--- config.mk ---
export PLATFORM = sky130hd
export DESIGN_NAME = ahb_aes_manager_flat
export DESIGN_NICKNAME = d
export VERILOG_FILES = /design/src/rtl/ahb_aes_manager_if.sv /design/src/rtl/ahb_aes_manager.sv /design/src/flat_wrapper.sv
export SDC_FILE = /design/constraint.sdc
export NUM_CORES = 1
export LEC_CHECK = 0
export BUFFER_PORTS_ARGS = -buffer_cell sky130_fd_sc_hd__buf_2
export CAP_MARGIN = 15
export CELL_PAD_IN_SITES_DETAIL_PLACEMENT = 1
export CELL_PAD_IN_SITES_GLOBAL_PLACEMENT = 1
export CORE_MARGIN = 8
export CORE_UTILIZATION = 32
export CTS_BUF_LIST = sky130_fd_sc_hd__clkbuf_2 sky130_fd_sc_hd__clkbuf_4 sky130_fd_sc_hd__clkbuf_8
export CTS_CLUSTER_SIZE = 10
export DETAILED_ROUTE_END_ITERATION = 12
export GPL_TIMING_DRIVEN = 0
export PLACE_DENSITY = 0.67
export SLEW_MARGIN = 20
export SYNTH_ARGS = -nofsm -noshare
export SYNTH_HDL_FRONTEND = slang
export SYNTH_SLANG_ARGS = --single-unit
--- constraint.sdc ---
create_clock -name hclk -period 9.9 [get_ports hclk]
set_input_delay 1.485 -clock hclk [delete_from_list [all_inputs] [get_ports hclk]]
set_output_delay 1.485 -clock hclk [all_outputs]
set_load 0.02 [all_outputs]
--- src/rtl/ahb_aes_manager_if.sv ---
// Command/response handshake plus AHB-Lite manager bus toward the AES subordinate.
// The master modport is the manager's view; the slave modport is the requester + subordinate view.
interface ahb_aes_manager_if;
  logic        cmd_valid;
  logic        cmd_ready;
  logic        cmd_write;
  logic [31:0] cmd_addr;
  logic [31:0] cmd_wdata;

  logic        rsp_valid;
  logic [31:0] rsp_rdata;
  logic        rsp_err;
  logic        rsp_timeout;

  logic        hsel;
  logic [31:0] haddr;
  logic [1:0]  htrans;
  logic        hwrite;
  logic [2:0]  hsize;
  logic [2:0]  hburst;
  logic [31:0] hwdata;
  logic        hready;
  logic [31:0] hrdata;
  logic        hresp;

  modport master (
    input  cmd_valid, cmd_write, cmd_addr, cmd_wdata, hready, hrdata, hresp,
    output cmd_ready, rsp_valid, rsp_rdata, rsp_err, rsp_timeout,
           hsel, haddr, htrans, hwrite, hsize, hburst, hwdata
  );

  modport slave (
    output cmd_valid, cmd_write, cmd_addr, cmd_wdata, hready, hrdata, hresp,
    input  cmd_ready, rsp_valid, rsp_rdata, rsp_err, rsp_timeout,
           hsel, haddr, htrans, hwrite, hsize, hburst, hwdata
  );
endinterface

--- src/rtl/ahb_aes_manager.sv ---
// AHB-Lite manager: turns one-word commands into single 32-bit transfers with a
// wait-state watchdog, reporting read data, ERROR and timeout back to the requester.
//
// state | meaning
// IDLE  | ready for a command, bus idle
// ADDR  | NONSEQ address phase on the bus, waiting for hready
// DATA  | data phase, waiting for hready to complete
module ahb_aes_manager #(
  parameter int unsigned TIMEOUT_CYCLES = 256
) (
  input logic              hclk,
  input logic              hrst,
  ahb_aes_manager_if.master bus
);

  localparam int CW = $clog2(TIMEOUT_CYCLES + 1);
  localparam logic [CW-1:0] WDOG_LAST = CW'(TIMEOUT_CYCLES - 1);
  localparam logic [1:0] HTRANS_IDLE   = 2'b00;
  localparam logic [1:0] HTRANS_NONSEQ = 2'b10;

  typedef enum logic [1:0] {
    ST_IDLE = 2'd0,
    ST_ADDR = 2'd1,
    ST_DATA = 2'd2
  } state_t;

  state_t      r_state,       w_state_nxt;
  logic [CW-1:0] r_wdog,      w_wdog_nxt;
  logic [31:0] r_wdata,       w_wdata_nxt;
  logic        r_hsel,        w_hsel_nxt;
  logic [31:0] r_haddr,       w_haddr_nxt;
  logic [1:0]  r_htrans,      w_htrans_nxt;
  logic        r_hwrite,      w_hwrite_nxt;
  logic [31:0] r_hwdata,      w_hwdata_nxt;
  logic        r_rsp_valid,   w_rsp_valid_nxt;
  logic [31:0] r_rsp_rdata,   w_rsp_rdata_nxt;
  logic        r_rsp_err,     w_rsp_err_nxt;
  logic        r_rsp_timeout, w_rsp_timeout_nxt;
  logic        w_wdog_expire;

  assign w_wdog_expire = (r_wdog == WDOG_LAST);

  always_ff @(posedge hclk or posedge hrst) begin
    if (hrst) begin
      r_state       <= ST_IDLE;
      r_wdog        <= '0;
      r_wdata       <= '0;
      r_hsel        <= 1'b0;
      r_haddr       <= '0;
      r_htrans      <= HTRANS_IDLE;
      r_hwrite      <= 1'b0;
      r_hwdata      <= '0;
      r_rsp_valid   <= 1'b0;
      r_rsp_rdata   <= '0;
      r_rsp_err     <= 1'b0;
      r_rsp_timeout <= 1'b0;
    end else begin
      r_state       <= w_state_nxt;
      r_wdog        <= w_wdog_nxt;
      r_wdata       <= w_wdata_nxt;
      r_hsel        <= w_hsel_nxt;
      r_haddr       <= w_haddr_nxt;
      r_htrans      <= w_htrans_nxt;
      r_hwrite      <= w_hwrite_nxt;
      r_hwdata      <= w_hwdata_nxt;
      r_rsp_valid   <= w_rsp_valid_nxt;
      r_rsp_rdata   <= w_rsp_rdata_nxt;
      r_rsp_err     <= w_rsp_err_nxt;
      r_rsp_timeout <= w_rsp_timeout_nxt;
    end
  end

  always_comb begin
    w_state_nxt       = r_state;
    w_wdog_nxt        = r_wdog;
    w_wdata_nxt       = r_wdata;
    w_hsel_nxt        = r_hsel;
    w_haddr_nxt       = r_haddr;
    w_htrans_nxt      = r_htrans;
    w_hwrite_nxt      = r_hwrite;
    w_hwdata_nxt      = r_hwdata;
    w_rsp_valid_nxt   = 1'b0;
    w_rsp_rdata_nxt   = '0;
    w_rsp_err_nxt     = 1'b0;
    w_rsp_timeout_nxt = 1'b0;

    case (r_state)
      ST_IDLE: begin
        if (bus.cmd_valid) begin
          w_state_nxt  = ST_ADDR;
          w_wdog_nxt   = '0;
          w_haddr_nxt  = bus.cmd_addr;
          w_hwrite_nxt = bus.cmd_write;
          w_hsel_nxt   = 1'b1;
          w_htrans_nxt = HTRANS_NONSEQ;
          w_wdata_nxt  = bus.cmd_wdata;
        end
      end
      ST_ADDR: begin
        if (bus.hready) begin
          w_state_nxt  = ST_DATA;
          w_wdog_nxt   = '0;
          w_htrans_nxt = HTRANS_IDLE;
          w_hsel_nxt   = 1'b0;
          w_hwdata_nxt = r_hwrite ? r_wdata : 32'h0;
        end else if (w_wdog_expire) begin
          w_state_nxt       = ST_IDLE;
          w_wdog_nxt        = '0;
          w_htrans_nxt      = HTRANS_IDLE;
          w_hsel_nxt        = 1'b0;
          w_rsp_valid_nxt   = 1'b1;
          w_rsp_timeout_nxt = 1'b1;
        end else begin
          w_wdog_nxt = r_wdog + CW'(1);
        end
      end
      ST_DATA: begin
        // A first ERROR cycle arrives with hready low and is treated as an ordinary wait.
        if (bus.hready) begin
          w_state_nxt     = ST_IDLE;
          w_wdog_nxt      = '0;
          w_hwdata_nxt    = 32'h0;
          w_rsp_valid_nxt = 1'b1;
          w_rsp_err_nxt   = bus.hresp;
          w_rsp_rdata_nxt = (!r_hwrite && !bus.hresp) ? bus.hrdata : 32'h0;
        end else if (w_wdog_expire) begin
          w_state_nxt       = ST_IDLE;
          w_wdog_nxt        = '0;
          w_htrans_nxt      = HTRANS_IDLE;
          w_hsel_nxt        = 1'b0;
          w_hwdata_nxt      = 32'h0;
          w_rsp_valid_nxt   = 1'b1;
          w_rsp_timeout_nxt = 1'b1;
        end else begin
          w_wdog_nxt = r_wdog + CW'(1);
        end
      end
      default: begin
        w_state_nxt = ST_IDLE;
      end
    endcase
  end

  assign bus.cmd_ready   = (r_state == ST_IDLE) & ~hrst;
  assign bus.hsel        = r_hsel;
  assign bus.haddr       = r_haddr;
  assign bus.htrans      = r_htrans;
  assign bus.hwrite      = r_hwrite;
  assign bus.hsize       = 3'b010;
  assign bus.hburst      = 3'b000;
  assign bus.hwdata      = r_hwdata;
  assign bus.rsp_valid   = r_rsp_valid;
  assign bus.rsp_rdata   = r_rsp_rdata;
  assign bus.rsp_err     = r_rsp_err;
  assign bus.rsp_timeout = r_rsp_timeout;

endmodule

--- src/flat_wrapper.sv ---
// flat-port wrapper written by rule: the top's interface ports become plain ports
module ahb_aes_manager_flat 
#(
  parameter int unsigned TIMEOUT_CYCLES = 256
)
  (hclk, hrst, bus_cmd_valid, bus_cmd_write, bus_cmd_addr, bus_cmd_wdata, bus_hready, bus_hrdata, bus_hresp, bus_cmd_ready, bus_rsp_valid, bus_rsp_rdata, bus_rsp_err, bus_rsp_timeout, bus_hsel, bus_haddr, bus_htrans, bus_hwrite, bus_hsize, bus_hburst, bus_hwdata);
  ahb_aes_manager_if bus_i ();
  input logic hclk;
  input logic hrst;
  input wire logic [$bits(bus_i.cmd_valid)-1:0] bus_cmd_valid;
  input wire logic [$bits(bus_i.cmd_write)-1:0] bus_cmd_write;
  input wire logic [$bits(bus_i.cmd_addr)-1:0] bus_cmd_addr;
  input wire logic [$bits(bus_i.cmd_wdata)-1:0] bus_cmd_wdata;
  input wire logic [$bits(bus_i.hready)-1:0] bus_hready;
  input wire logic [$bits(bus_i.hrdata)-1:0] bus_hrdata;
  input wire logic [$bits(bus_i.hresp)-1:0] bus_hresp;
  output wire logic [$bits(bus_i.cmd_ready)-1:0] bus_cmd_ready;
  output wire logic [$bits(bus_i.rsp_valid)-1:0] bus_rsp_valid;
  output wire logic [$bits(bus_i.rsp_rdata)-1:0] bus_rsp_rdata;
  output wire logic [$bits(bus_i.rsp_err)-1:0] bus_rsp_err;
  output wire logic [$bits(bus_i.rsp_timeout)-1:0] bus_rsp_timeout;
  output wire logic [$bits(bus_i.hsel)-1:0] bus_hsel;
  output wire logic [$bits(bus_i.haddr)-1:0] bus_haddr;
  output wire logic [$bits(bus_i.htrans)-1:0] bus_htrans;
  output wire logic [$bits(bus_i.hwrite)-1:0] bus_hwrite;
  output wire logic [$bits(bus_i.hsize)-1:0] bus_hsize;
  output wire logic [$bits(bus_i.hburst)-1:0] bus_hburst;
  output wire logic [$bits(bus_i.hwdata)-1:0] bus_hwdata;
  assign bus_i.cmd_valid = bus_cmd_valid;
  assign bus_i.cmd_write = bus_cmd_write;
  assign bus_i.cmd_addr = bus_cmd_addr;
  assign bus_i.cmd_wdata = bus_cmd_wdata;
  assign bus_i.hready = bus_hready;
  assign bus_i.hrdata = bus_hrdata;
  assign bus_i.hresp = bus_hresp;
  assign bus_cmd_ready = bus_i.cmd_ready;
  assign bus_rsp_valid = bus_i.rsp_valid;
  assign bus_rsp_rdata = bus_i.rsp_rdata;
  assign bus_rsp_err = bus_i.rsp_err;
  assign bus_rsp_timeout = bus_i.rsp_timeout;
  assign bus_hsel = bus_i.hsel;
  assign bus_haddr = bus_i.haddr;
  assign bus_htrans = bus_i.htrans;
  assign bus_hwrite = bus_i.hwrite;
  assign bus_hsize = bus_i.hsize;
  assign bus_hburst = bus_i.hburst;
  assign bus_hwdata = bus_i.hwdata;
  ahb_aes_manager #(.TIMEOUT_CYCLES(TIMEOUT_CYCLES)) u_core (.hclk(hclk), .hrst(hrst), .bus(bus_i));
endmodule
== Word level (Yosys, flattened, before mapping) ==
Index checks and enable logic that the tools add are counted.
Operators by class
  add/subtract/negate cells: 1
  mux-type cells: 34
  reductions and logical operators: 12
  bitwise gates (word level): 2
  eq/ne operators: 7
Operators with widths (count)
  32-bit two-way mux: 7
  32-bit case mux with 2 select lines: 1
  9-bit two-way mux: 3
  9-bit case mux with 2 select lines: 1
  2-bit two-way mux: 8
  2-bit case mux with 3 select lines: 2
  1-bit two-way mux: 10
  9-bit by 1-bit adder with 9-bit output, second input constant: 1
  9-bit by 8-bit == test with 1-bit output, second input constant: 1
  2-bit inequality test, second input constant: 3
  3-bit AND reduction: 2
  2-bit AND reduction: 2
  2-bit nonzero test: 2
  3-bit by 2-bit inequality test with 1-bit output, second input constant: 1
  1-bit case mux with 3 select lines: 1
  3-bit nonzero test: 1
  2-bit by 1-bit == test with 1-bit output, second input constant: 1
  2-bit == test, second input constant: 1
  1-bit logical NOT: 2
  2-bit logical NOT: 1
  1-bit case mux with 2 select lines: 1
  2-bit OR reduction: 1
  1-bit bitwise AND: 1
  1-bit logical AND: 1
  1-bit inverter: 1
Storage, ports and cells
  register bits after elaboration: 146
  logic and storage cells: 68
  input port bits: 102
  output and inout port bits: 110

== Logic depth before layout (Yosys ltp) ==
Gate-level depths: netlist (run 1).
  depth after elaboration: 5
  depth in mapped cells: 8
  gate-level depth less buffers: 6

== Worst setup path before layout (run 1) ==
No wires, ideal clock.
  kind: input-to-output
  start: input port hrst
  end: output port bus_cmd_ready
  arrival: 1.789 ns
  slack: 6.626 ns
  required time: 8.415 ns
  stages on the path: 1
  path buffers: 0
  path through: nor2b_1
On the way
  word-level cells in the longest chain between the ends: 2
Ends and longest elaborated chain
  start: declaration: RTL line flat_wrapper.sv:9  | input logic hrst;
  1-bit inverter: RTL line ahb_aes_manager.sv:144  | assign bus.cmd_ready = (r_state == ST_IDLE) & ~hrst;
  1-bit bitwise AND: RTL line ahb_aes_manager.sv:144
  end: declaration: RTL line flat_wrapper.sv:17  | output wire logic [$bits(bus_i.cmd_ready)-1:0] bus_cmd_ready;
Every way passes these cells.

== Worst setup path after layout (run 1) ==
Ends and elaborated chain as after synthesis.

==> results of run 1 <==
-- metrics by stage --
stage	area, um2	std cells	hold WS [ns]	utilization	power [uW]
floorplan	5580	385	0.467	-	1500
global route	7300	848	0.519	0.425	2370
detailed placement	6930	816	0.466	0.403	1810
CTS	7300	848	0.495	0.425	2270
global placement	6890	815	0.462	0.401	1770
finish	7300	848	0.490	0.425	2220
-- cell families (layout without fill, tap and decap cells) --
kind of cell               count (synthesis)  in the layout  share of synthesized area
DFF                                      146            146                      0.656
and+or+nand+nor                           76             76                     0.0813
muxes                                     65             65                      0.131
AOI/OAI and AO/OA                         54             54                     0.0795
buffers and inverters                     29            267                     0.0328
adders and majority gates                  5              5                     0.0112
xor gates and xnor gates                   4              4                    0.00629
other                                      2              6                    0.00135
-- per-layer routing --
| metal | track usage | part of all wire |
|---|---|---|
| met1 | 0.161 | 0.40 |
| met2 | 0.231 | 0.48 |
| met4 | 0.0648 | 0.020 |
| met3 | 0.0618 | 0.091 |
| met5 | 0 | 0.00086 |
-- Yosys cell counts (all sizes together) --
cell / n
nand2b: 1
nor4: 3
nor4b: 2
dfrtp: 146
a21oi: 5
clkbuf: 8
mux2: 65
a21o: 4
nor3b: 2
or2: 1
and2: 34
buf: 17
and3: 1
a41oi: 1
conb: 2
o21ai: 7
nand2: 6
nor2b: 4
nand3: 6
ha: 5
and4: 2
a22o: 32
nor2: 11
xnor2: 4
nor3: 2
o22ai: 1
o211ai: 2
and2b: 1
o21a: 1
a31oi: 1
inv: 4
-- flip-flops by register name (all words and copies together) (netlist names), 2 cells and up --
name	cells
u_core.bus.haddr	32
u_core.bus.htrans	2
u_core.bus.hwdata	32
u_core.bus.rsp_rdata	32
u_core.r_state	2
u_core.r_wdata	32
u_core.r_wdog	9
-- where the power goes --
part | internal [uW] | switching [uW]
Sequential | 796 | 105
Clock | 211 | 234
Combinational | 392 | 483
Total | 1400 | 822
-- worst max-delay path by stage --
stage          startpoint  cells past startpoint                       end
3_5_place_dp         hrst                      3             bus_cmd_ready
4_1_cts              hrst                      3             bus_cmd_ready
6_report             hrst                      3             bus_cmd_ready
2_1_floorplan        hrst                      1       u_core.bus.haddr[0]
3_3_place_gp         hrst                      2  u_core.bus.rsp_rdata[13]
5_1_grt              hrst                      3             bus_cmd_ready
-- layout make-up --
| class | count | area share |
|---|---|---|
| buffer | 25 | 0.0230 |
| clock buffer | 19 | 0.0358 |
| clock inverter | 13 | 0.0153 |
| inverter | 4 | 0.00309 |
| multi-input combinational | 210 | 0.239 |
| sequential | 146 | 0.501 |
| tap | 225 | 0.0386 |
| timing repair buffer | 206 | 0.144 |
-- worst max-delay path, stage by stage --
cell     delay [ns]
buf_2          0.14
nor2b_1        0.11
buf_2          0.17
==> flow_summary.yaml, run 1 <==
power:
  power_density_nw_per_um2: 304
  peakVddDrop_mv: 0.119
  power.leakage_uw: 0.00375
placed_design:
  post-dp-hpwl_um: 11400
  portBuffers: 205
  place_ws_ns: 6.51
  last_weighted_congestion_value_of_the_routability_driven_placer: 0.715
cells_and_area:
  mostFrequentLayoutCell: "buf_2"
  final_layout_size_suffix_gt1_frac: 0.528
  num_antenna_cells: 0
  layout_common_cells: "buf_2, dfrtp_1, mux2_2"
  layout-area-overhead-vs-synth_pct: 31.1
  regArea_um2: 3650
  fillers: 1899
  multiInputGateArea_um2: 1750
  finalNetCount: 717
synth:
  mappedNetlistArea_um2: 5570
  synth-warning-count: 0
  syn_avg_cell_area_um2: 14.6
  netlist-cell-type-count: 37
  synth-seq-cells: 146
  synth_largest_type_area_fraction: 0.656
  seq_area_frac_synth: 0.656
  synth_area_leaders: "dfrtp_1, mux2_2, a22o_1"
  syn-instance-count: 381
  synth_top_area_cell: "dfrtp_1"
sta:
  report.final.slew_viol_count: 0
  fmax_mhz: 296
  worst_clock_skew_on_the_final_layout_ns: 0.00847
  worst-slew-pin-transition_ns: 0.618
  setup_slack_ns: 6.52
  grt_setup_unrepaired: "false"
  timing.slew.headroom: 0.588
  final_min_period_over_clock_period: 0.342
  setup-violations-final: 0
  finalWorstPathRequiredPeriod_ns: 3.38
  timing.setup.tns_ns: 0
  report.final.hold_viol_count: 0
drt:
  wirelength_um: 15100
  route.vias.total: 3892
  first_iter_violations: 182
  first_pass_iters: 4
  ant_nets: 0
  avg_vias_per_cell: 4.59
  detail_route.drc_violations: 0
  detail_route.wl_per_cell_um: 17.9
setup_path:
  timing.reg2reg.worst_path_depth: 6
  reg2reg_to: "u_core.r_wdata[18]"
  worst_setup_path_start_kind: "input port"
  worst-setup-path-type: "in -> out"
  cp_data_required_time_ns: 8.42
  end_kind: "output port"
  setup.reg_to_reg.worst_slack_ns: 7.66
  critical_path_peak_fanout: 2
  critical_path.reg2reg.startpoint: "u_core.r_state[0]"
  critical_path_arrival_ns: 1.90
grt:
  via_count_of_the_first_global_routing_pass: 4526
  overflow: 0
  antenna_found_initial: 1
  track_usage: 0.143
  grt_start_max_net_pins: 76
  global_route_wire_length_before_repair_um: 24600
clock_network:
  holdBufCountCts: 0
  cts_root_buf: "clkbuf_8"
  cts_num_sinks: 146
  clkLatencyLatePin_ns: 0.44
  cts_htree_levels: 4
  clkSlewWorstSetupHoldPaths_ns: 0.08
  cts_resized: 0
  clk_path_buf_depth: 2
  cts_tree: "built"
  cts_inserted_buffers: 17
  number_of_setup_buffers_added_after_cts: 0
hold_path:
  instance_count_along_the_most_critical_hold_path: 1
  hold_path.startpoint: "u_core.bus.htrans[0]"
  hold_path_sink: "u_core.bus.htrans[0]"
  min_path_type: "reg -> reg"
die:
  y_dimension_of_the_die_um: 148
  design.portCount: 212
  row_count: 48
  core-area_um2: 17200
  floorplan.initialDensity: 0.324
  die_w_um: 148
  die-area_um2: 21900
run_status:
  run_status: "completed"
flow_run:
  max_cap_violations: 0
Power figures use the tool's default switching activity.
==> run 2, diff against run 1 <==
--- a/config.mk
+++ b/config.mk
@@ -5,6 +5,7 @@
 export SDC_FILE = /design/constraint.sdc
 export NUM_CORES = 1
 export LEC_CHECK = 0
+export ABC_AREA = 1
 export BUFFER_PORTS_ARGS = -buffer_cell sky130_fd_sc_hd__buf_2
 export CAP_MARGIN = 15
 export CELL_PAD_IN_SITES_DETAIL_PLACEMENT = 1
@@ -15,7 +16,7 @@
 export CTS_CLUSTER_SIZE = 10
 export DETAILED_ROUTE_END_ITERATION = 12
 export GPL_TIMING_DRIVEN = 0
-export PLACE_DENSITY = 0.67
+export PLACE_DENSITY = 0.69
 export SLEW_MARGIN = 20
 export SYNTH_ARGS = -nofsm -noshare
 export SYNTH_HDL_FRONTEND = slang
==> constraint.sdc (replaced) <==
create_clock -name hclk -period 3.25 [get_ports hclk]
set_input_delay 0.4875 -clock hclk [delete_from_list [all_inputs] [get_ports hclk]]
set_output_delay 0.4875 -clock hclk [all_outputs]
set_load 0.02 [all_outputs]
==> run 2 against run 1 <==
Combinational power rose to 3.6 times the previous value. Sequential cell count unchanged. Wire length increased by 11%. Sequential power increased to 3.0 times the previous value. Non-clock buffer count rose by 16. Via count is 20% higher. Total power rose to 3.3 times the previous value. Area after synthesis increased by 7.9%. Design area up 7.2%. Global-route usage grew 0.38 points. Largest cell class unchanged.
==> flow_summary.yaml, run 2 <==
sta:
  setup-violations-final: 0
  grt_setup_unrepaired: "false"
  finalWorstPathRequiredPeriod_ns: 2.01
  report.final.hold_viol_count: 0
  report.final.slew_viol_count: 0
  worst_clock_skew_on_the_final_layout_ns: 0.0162
  final_min_period_over_clock_period: 0.618
  fmax_mhz: 498
power:
  peakVddDrop_mv: 0.366
  power.leakage_uw: 0.00417
  power_density_nw_per_um2: 927
drt:
  first_iter_violations: 129
  wirelength_um: 16800
  avg_vias_per_cell: 4.48
  detail_route.drc_violations: 0
  detail_route.wl_per_cell_um: 16.2
  first_pass_iters: 4
  ant_nets: 0
  route.vias.total: 4665
clock_network:
  holdBufCountCts: 0
  cts_root_buf: "clkbuf_8"
  cts_htree_levels: 4
  cts_resized: 0
  cts_tree: "built"
  cts_inserted_buffers: 17
  clkLatencyLatePin_ns: 0.44
  clkSlewWorstSetupHoldPaths_ns: 0.09
  cts_num_sinks: 146
  number_of_setup_buffers_added_after_cts: 0
  clk_path_buf_depth: 2
hold_path:
  min_path_type: "in -> async"
grt:
  global_route_wire_length_before_repair_um: 27300
  via_count_of_the_first_global_routing_pass: 5222
  grt_start_max_net_pins: 33
  antenna_found_initial: 4
  track_usage: 0.147
  overflow: 0
synth:
  synth_edf_count: 0
  synth_commonest_cells: "dfrtp_1, nand2_1, nor2_1"
  syn_avg_cell_area_um2: 10.7
  synth_async_sr_flop_share: 1.00
  dominantRegCellSynth: "dfrtp_1"
  synth_area_leaders: "dfrtp_1, mux2_2, nand2_1"
  seq_area_frac_synth: 0.608
  synth-warning-count: 0
  synth-seq-cells: 146
  netlist-cell-type-count: 29
  synth_most_common_cell: "dfrtp_1"
  mappedNetlistArea_um2: 6010
  synth_largest_type_area_fraction: 0.608
  syn-instance-count: 561
  synth_top_area_cell: "dfrtp_1"
placed_design:
  portBuffers: 205
  post-dp-hpwl_um: 13200
  last_weighted_congestion_value_of_the_routability_driven_placer: 0.745
  dpl.cell_count: 1009
setup_path:
  critical-path-top-delay-family: "flip-flops"
  worst_setup_path_start_kind: "flop"
  cp_num_buf_inv: 3
  critical_path.max_stage_delay_ns: 0.48
  end_kind: "output port"
  crit_path_cell_trace: "inv_1 > ha_1 > inv_1 > nor2_1 > buf_2"
  worst-setup-path-type: "reg -> out"
  critical_path_peak_fanout: 6
  timing.critical_path.slowest_stage_cell: "dfrtp_1"
  cp_data_required_time_ns: 2.76
  critical_path_arrival_ns: 1.52
  crit_top_cell: "inv_1"
cells_and_area:
  num_antenna_cells: 0
  mostFrequentLayoutCell: "buf_2"
  postLayoutCoreUtil: 0.421
  layout_common_cells: "buf_2, dfrtp_1, nand2_1"
  layout-area-overhead-vs-synth_pct: 30.3
  finalNetCount: 901
  final_layout_size_suffix_gt1_frac: 0.409
  layoutNonFillerInstCount: 1041
die:
  die_w_um: 153
  design.portCount: 212
  row_count: 50
  die-area_um2: 23400
  core-area_um2: 18600
  y_dimension_of_the_die_um: 153
  floorplan.initialDensity: 0.323
flow_run:
  max_cap_violations: 0
run_status:
  run_status: "completed"
==> run 2: cell count changes in the layout (fill, tap and decap cells not counted), sizes merged, moves of 32 or more <==
cell | previous run | this run
a22o | 32 | 0
and2 | 34 | 0
nand3 | 6 | 38
inv | 5 | 42
nand2 | 6 | 111
nor2 | 11 | 69
==> run 2: report_power, final <==
part	leakage [uW]	internal [uW]	total [uW]	switching [uW]
clock network	0.000176	583	1360	773
registers	0.00184	2430	2710	279
logic	0.00215	1190	3190	2000
total	0.00417	4200	7260	3050
==> run 2: area by class of cell <==
class	count	area (um2)
buffer	37	238
clock buffer	19	255
clock inverter	13	118
fill	2167	10800
inverter	37	145
multi-input combinational	345	1990
sequential	146	3650
tap	234	293
timing repair buffer	210	1130
==> run 2: path summary, 6_finish.rpt <==
kind | depth (start not counted) | slack, ns | to | start
min reg2reg | 2 | 0.47 | u_core.bus.hwdata[17] | u_core.bus.hwdata[17]
min | 2 | 0.05 | u_core.bus.htrans[1] | hrst
min in group hclk | 3 | 0.27 | u_core.bus.rsp_err | bus_hresp
max reg2reg | 6 | 1.30 | u_core.bus.haddr[19] | u_core.r_state[1]
max in group asynchronous | 4 | 2.48 | u_core.r_wdata[0] | hrst
max | 5 | 1.24 | bus_cmd_ready | u_core.r_state[1]
==> run 2: layer usage <==
layer,track usage,wire (um),vias up
met5,0,54,-
met4,0.0396,123,8
met3,0.0781,1610,16
met2,0.246,8090,149
met1,0.159,6940,2245
li1,-,-,2247
==> run 2: cell families (layout without fill, tap and decap cells) <==
logic type | count (synthesis) | after routing | synth area share
and+or+nand+nor | 254 | 254 | 0.199
DFF | 146 | 146 | 0.608
buffers and inverters | 74 | 316 | 0.0631
muxes | 46 | 46 | 0.0862
AOI/OAI and AO/OA | 30 | 30 | 0.0256
adders and majority gates | 5 | 5 | 0.0104
xor gates and xnor gates | 4 | 4 | 0.00583
other | 2 | 6 | 0.00125
==> run 2: per-stage QoR <==
stage	setup WS, ns	total power, uW	setup TNS, ns	hold slack, ns	cell area, um2
5_1_grt	1.12	7850	0	0.0353	7830
2_1_floorplan	0.929	4940	0	0.475	6030
6_report	1.24	7260	0	0.0539	7830
3_5_place_dp	1.25	6030	0	0.455	7450
3_3_place_gp	-0.160	5910	-22.45	0.450	7350
4_1_cts	1.20	7420	0	0.0212	7830
